--- src/rtl/carry_propagate_stage.sv ---
// Carry-propagate stage behind a carry-save tree. It aligns the valid and tag with the
// tree latency, then resolves the two rows in a skewed, slice-wise ripple pipeline.
module carry_propagate_stage #(
  parameter int TREE_LAT = 8,
  parameter int SLICE    = 16
) (
  input  logic             clk,
  input  logic             rst,
  input  logic             in_valid,
  input  logic [4:0]       in_tag,
  input  logic [1:0][63:0] tree_in,
  output logic             out_valid,
  output logic [4:0]       out_tag,
  output logic [63:0]      sum,
  output logic             carry_out
);

  localparam int NSTG = 64 / SLICE;
  localparam int PD   = (NSTG > 1) ? NSTG - 1 : 1;

  function automatic logic [SLICE:0] slice_add(input logic [SLICE-1:0] a,
                                               input logic [SLICE-1:0] b,
                                               input logic             cin);
    return {1'b0, a} + {1'b0, b} + {{SLICE{1'b0}}, cin};
  endfunction

  logic [TREE_LAT-1:0] dly_vld;
  logic [4:0]          dly_tag [TREE_LAT];

  // Stage inputs (s_*), stage results (n_*, sr) and inter-stage registers (*_p)
  logic        s_vld [NSTG];
  logic [4:0]  s_tag [NSTG];
  logic [63:0] s_a   [NSTG];
  logic [63:0] s_b   [NSTG];
  logic [63:0] s_acc [NSTG];
  logic        s_c   [NSTG];
  logic [SLICE:0] sr [NSTG];
  logic [63:0] n_acc [NSTG];
  logic        n_c   [NSTG];

  logic        vld_p [PD];
  logic [4:0]  tag_p [PD];
  logic [63:0] a_p   [PD];
  logic [63:0] b_p   [PD];
  logic [63:0] acc_p [PD];
  logic        c_p   [PD];

  // Valid/tag delay line matching the upstream tree latency
  always_ff @(posedge clk) begin
    if (rst) begin
      dly_vld <= '0;
      for (int i = 0; i < TREE_LAT; i++) dly_tag[i] <= '0;
    end else begin
      dly_vld[0] <= in_valid;
      dly_tag[0] <= in_tag;
      for (int i = 1; i < TREE_LAT; i++) begin
        dly_vld[i] <= dly_vld[i-1];
        dly_tag[i] <= dly_tag[i-1];
      end
    end
  end

  always_comb begin
    s_vld[0] = dly_vld[TREE_LAT-1];
    s_tag[0] = dly_tag[TREE_LAT-1];
    s_a[0]   = tree_in[0];
    s_b[0]   = tree_in[1];
    s_acc[0] = '0;
    s_c[0]   = 1'b0;
    for (int k = 1; k < NSTG; k++) begin
      s_vld[k] = vld_p[k-1];
      s_tag[k] = tag_p[k-1];
      s_a[k]   = a_p[k-1];
      s_b[k]   = b_p[k-1];
      s_acc[k] = acc_p[k-1];
      s_c[k]   = c_p[k-1];
    end
    for (int k = 0; k < NSTG; k++) begin
      sr[k]    = slice_add(s_a[k][k*SLICE +: SLICE], s_b[k][k*SLICE +: SLICE], s_c[k]);
      n_acc[k] = s_acc[k];
      n_acc[k][k*SLICE +: SLICE] = sr[k][SLICE-1:0];
      n_c[k]   = sr[k][SLICE];
    end
  end

  // Stage boundary k -> k+1: control under reset, data free-running
  always_ff @(posedge clk) begin
    for (int k = 0; k < NSTG - 1; k++) begin
      if (rst) vld_p[k] <= 1'b0;
      else     vld_p[k] <= s_vld[k];
    end
  end

  always_ff @(posedge clk) begin
    for (int k = 0; k < NSTG - 1; k++) begin
      tag_p[k] <= s_tag[k];
      a_p[k]   <= s_a[k];
      b_p[k]   <= s_b[k];
      acc_p[k] <= n_acc[k];
      c_p[k]   <= n_c[k];
    end
  end

  // Final stage loads the result registers, holding them between beats
  always_ff @(posedge clk) begin
    if (rst) begin
      out_valid <= 1'b0;
      out_tag   <= '0;
      sum       <= '0;
      carry_out <= 1'b0;
    end else begin
      out_valid <= s_vld[NSTG-1];
      if (s_vld[NSTG-1]) begin
        out_tag   <= s_tag[NSTG-1];
        sum       <= n_acc[NSTG-1];
        carry_out <= n_c[NSTG-1];
      end
    end
  end

endmodule
--- config.mk ---
export PLATFORM = sky130hd
export DESIGN_NAME = carry_propagate_stage
export DESIGN_NICKNAME = d
export VERILOG_FILES = /design/src/rtl/carry_propagate_stage.sv
export SDC_FILE = /design/constraint.sdc
export NUM_CORES = 1
export LEC_CHECK = 0
export CAP_MARGIN = 15
export CORE_MARGIN = 2
export CORE_UTILIZATION = 52
export DETAILED_ROUTE_END_ITERATION = 8
export GPL_TIMING_DRIVEN = 0
export PLACE_DENSITY_LB_ADDON = 0.25
export SETUP_SLACK_MARGIN = 0.15
export SKIP_CTS_REPAIR_TIMING = 1
export SYNTH_ARGS = -nofsm -noshare
export SYNTH_HDL_FRONTEND = slang
export SYNTH_SLANG_ARGS = --single-unit
--- constraint.sdc ---
create_clock -name clk -period 3.4 [get_ports clk]
set_input_delay 0.34 -clock clk [delete_from_list [all_inputs] [get_ports clk]]
set_output_delay 0.34 -clock clk [all_outputs]
set_load 0.01 [all_outputs]
==> Yosys cells after proc, flatten, opt, wreduce, memory -nomap -nowiden <==
Memory sizes are Yosys's and may differ from the RTL's. A register that Yosys moved wholly into a read port is not among the register bits.
Cells that the tools add are included.
{ "totals": {"elab_cells": 43, "mem_bits_rw": 637, "memories": 7, "input_bits": 136, "out_inout_bits": 71, "reg_bits": 74} }
{ "classes": {"n_addsub": 7, "mux": 14, "n_bitwise": 11} }
{ "memory_table": {"columns": ["memory", "words", "width", "rd", "rd_clocked_by_memory_dff", "write_ports", "line", "text"], "rows": [
  ["a_p", 3, 64, 3, 0, 3, "43", "logic [63:0] a_p [PD];"],
  ["acc_p", 3, 64, 3, 1, 3, "45", "logic [63:0] acc_p [PD];"],
  ["b_p", 3, 64, 3, 0, 3, "44", "logic [63:0] b_p [PD];"],
  ["dly_tag", 8, 5, 8, 0, 8, "28", "logic [4:0] dly_tag [TREE_LAT];"],
  ["tag_p", 3, 5, 3, 1, 3, "42", "logic [4:0] tag_p [PD];"],
  ["c_p", 3, 1, 3, 0, 3, "46", "logic c_p [PD];"],
  ["+1 memories", null, null, null, null, null, null, null]
]} }
{ "op_table": {"columns": ["cell", "n"], "rows": [
  ["adder 16 x 16 -> 17 bit", 4],
  ["adder 17 x 1 -> 17 bit", 3],
  ["two-way mux 5 bit", 8],
  ["bitwise OR 1 bit", 11],
  ["two-way mux 1 bit", 6]
]} }

==> Logic depth before layout (Yosys ltp) <==
{ "depth": {"depth_word": 3, "ltp_mapped": 8, "mapped_depth_nobuf": 8} }

==> Worst setup path after synthesis <==
OpenSTA, ideal clock, no wires.
{ "synth_path": {"path_type": "register to register", "from": "memory a_p[2][48] (netlist: a_p[0][176])", "to": "register sum[62]", "required_time_ns": 3.273, "arrival_ns": 2.310, "setup_time_ns": 0.127, "period_less_slack_ns": 2.436, "path_slack_ns": 0.964, "n_path_buf": 0, "path_stages_with_launch": 9, "path_cell_list": "dfxtp_1 -> fa_1 -> fa_1 -> a211oi_2 -> o21ai_1 -> a21oi_2 -> o21ai_1 -> nor4bb_1 -> or3_1"} }
{ "synth_rtl": {"columns": ["element", "line", "text"], "rows": [
  ["start, declared", "43", null],
  ["end signal, assigned", "115", "sum <= n_acc[NSTG-1];"],
  ["end, declared", "14", "output logic [63:0] sum,"]
]} }

==> flow_summary.json <==
{
  "numCtsBuffers": 40,
  "power.density_nw_per_um2": 639,
  "yosys.area_share.simple_pct": 10.1,
  "drt_wl_total_um": 24300,
  "synthesis.nets": 1275,
  "hold_path_class": "input pin to flip-flop",
  "reg2reg_from": "a_p[0][176]",
  "crit_arrival_ns": 3.12,
  "clockRootBuffer": "clkbuf_16",
  "grt_pass1_wl_um": 38400,
  "std_cell_rows": 57,
  "hold_start": "tree_in[108]",
  "crit_path_end_kind": "flip-flop",
  "synth-edff-count": 0,
  "cts.sinks": 428,
  "setup_viol": 0,
  "leakagePower_nw": 6.74,
  "yosys_register_bits": 428,
  "rsz0062_at_grt": "false",
  "num_vias": 8261,
  "clock_latency_ns": 0.52,
  "synth-seq-area-share_pct": 65.7,
  "worst_slew_pin_slew_ns": 0.802,
  "cp.buffers_inverters": 0,
  "grt_use_total_pct": 18.2,
  "cts_tree": "done",
  "synth_xor_xnor_area_share_pct": 2.89,
  "critPathSlowestCell": "fa_1",
  "worstSetupStartpoint": "a_p[0][176]",
  "crit_family": "adder cells",
  "portBuffers": 206,
  "cts_buffer_depth": 3,
  "wl_per_cell_um": 14.5,
  "grt_pass1_vias": 8006,
  "syn_area_um2": 13000,
  "slew_headroom_pct": 46.5,
  "drt_iter0_drc": 336,
  "grt_max_degree": 17,
  "path_cells": "fa_1 > fa_1 > a211oi_2 > o21ai_1 > a21oi_2 > o21ai_1 > nor4bb_1 > or3_1",
  "dieArea_um2": 26400,
  "cp_data_required_time_ns": 3.80,
  "gp_routability_congestion": 0.909,
  "drv_cap": 0,
  "chipHeight_um": 162,
  "start_kind": "flip-flop",
  "post-route-drc-count": 0,
  "path_clk_slew_ns": 0.06,
  "fin_tns_setup_ns": 0,
  "path_class": "flip-flop to flip-flop",
  "synth_area_per_cell_um2": 12.2,
  "preCtsSetupSlack_ns": 0.593,
  "synth_top_family_by_area": "simple AND/OR/NAND/NOR gates",
  "synth.distinct_cells": 58,
  "hold_viol": 0,
  "post-route-min-period_ns": 2.72,
  "ios": 207,
  "viasPerCell": 4.93,
  "core_region_area_um2": 24500,
  "async_flop_share_pct": 0,
  "maxSlewViolCount": 0,
  "ys.flop_type": "dfxtp_1",
  "clock_skew_ns": 0.0117,
  "outcome": "complete, no violations",
  "htree_levels": 2,
  "final_layout_size_suffix_gt1_share_pct": 7.03,
  "setup_ws_ns": 0.678,
  "synth_adder_area_share_pct": 6.93,
  "synth.area.mux_share_pct": 4.68,
  "post-route-period-util_pct": 80.1,
  "fmax_mhz": 367,
  "cp_max_fo": 3,
  "layout.filler_cells": 1837,
  "start_util_pct": 53.3,
  "dr.pass1.iters": 4,
  "fin_total_pwr_w": 0.0108,
  "antenna_found_initial": 0,
  "num-nets-final": 1523,
  "antenna-diode-count": 0,
  "crit_path_max_incr_delay_ns": 0.51,
  "syn-instance-count": 1071,
  "die_x_um": 162,
  "synth_compound_area_share_pct": 8.22,
  "dp_hpwl_um": 17700,
  "synthToLayoutAreaGrowth_pct": 29.3,
  "vdd_drop_max_mv": 0.553,
  "yosysWarnings": 0,
  "grt_overflow": 0,
  "antenna_left": 0
}
per-stage QoR:
step,hold WS [ns],instance area (µm²),cells,utilization (%)
after global placement,0.310,15500,1601,63.4
after floorplan,0.310,13000,1071,-
final,0.255,16900,1675,69.0
after detailed placement,0.312,15500,1601,63.4
after global routing,0.232,16900,1675,69.0
after CTS,0.234,16900,1675,69.0
power by group:
group	internal (W)	switching (W)	leakage, nW	total [W]
clock network	0.00267	0.00179	0.661	0.00447
registers	0.00540	0.0000933	3.56	0.00550
logic	0.000415	0.000399	2.52	0.000814
cells by family (layout without fill, tap and decap cells):
group	after synthesis	after routing
adder cells (fa/ha/maj)	68	68
AO/OA/AOI/OAI	165	165
AND/OR/NAND/NOR	261	261
flip-flops	428	428
multiplexers	61	61
buffers and inverters	45	325
XOR/XNOR	43	43
registers in the layout (all words and copies together), names as in the netlist:
signal and flops:
out_tag 5, dly_vld 8, b_p 96, acc_p 96
dly_tag 40, carry_out 1, tag_p 15, vld_p 3
a_p 96, c_p 3, sum 64, out_valid 1
cells in the final DEF (no fill, tap or decap), drive strengths merged, types with 13 or more instances in the layout:
| cell | count |
|---|---|
| mux2i | 61 |
| dfxtp | 428 |
| nor2b | 60 |
| a21o | 15 |
| xnor2 | 29 |
| a21oi | 56 |
| clkdlybuf4s50 | 206 |
| buf | 13 |
| nor2 | 105 |
| nand2 | 21 |
| clkbuf | 73 |
| xor2 | 14 |
| inv | 17 |
| o21ai | 32 |
| nand3 | 19 |
| ha | 61 |
worst register-to-register path, delay by kind of cell, from the launching register on:
| family | cells | cell delay, ns |
|---|---|---|
| AND/OR/NAND/NOR | 2 | 0.53 |
| flip-flops | 1 | 0.32 |
| adder cells (fa/ha/maj) | 2 | 0.98 |
| AO/OA/AOI/OAI | 4 | 0.78 |
synth_stat cells (9+ instances only):
| master | number | share of area [%] |
|---|---|---|
| nand2_1 | 21 | 0.60 |
| a31oi_1 | 9 | 0.43 |
| nor3_1 | 11 | 0.42 |
| clkbuf_1 | 15 | 0.43 |
| nor2_1 | 104 | 3.0 |
| o21a_1 | 9 | 0.52 |
| dfxtp_1 | 428 | 66 |
| inv_1 | 15 | 0.43 |
| mux2i_1 | 61 | 4.7 |
| nor2b_1 | 60 | 2.9 |
| buf_2 | 10 | 0.38 |
| o21ai_0 | 24 | 0.92 |
| a21o_1 | 15 | 0.86 |
| ha_1 | 61 | 5.9 |
| xnor2_1 | 29 | 1.9 |
| nand3_1 | 19 | 0.73 |
| a21oi_1 | 52 | 2.0 |
| nand4_1 | 10 | 0.48 |
| xor2_1 | 14 | 0.94 |
worst paths after layout:
check | end | slack [ns] | cells past startpoint
setup / recovery | sum[62] | 0.68 | 8
hold / removal | b_p[0][44] | 0.26 | 1
setup reg to reg | sum[62] | 0.68 | 8
hold reg to reg | acc_p[2][18] | 0.32 | 0
area by class of cell:
type	count	area (µm²)	share of cell area (%)
Multi-Input combinational cell	598	4280	25.4
Sequential cell	428	8570	50.8
Clock buffer	56	1140	6.77
Clock inverter	18	216	1.28
Timing Repair Buffer	206	2060	12.2
Buffer	30	135	0.801
Inverter	15	56.3	0.334
Tap cell	324	405	2.40
routing by layer:
layer / routed length, µm / share of wire (%) / GRT usage, % / vias up
li1: - / - / - / 4160
met1: 9660 / 40 / 20.1 / 3801
met2: 11700 / 48 / 31.9 / 244
met3: 2390 / 9.8 / 7.64 / 56
met4: 577 / 2.4 / 5.67 / 0
met5: 0 / 0 / 0 / -
(Power assumes the default switching activity.)
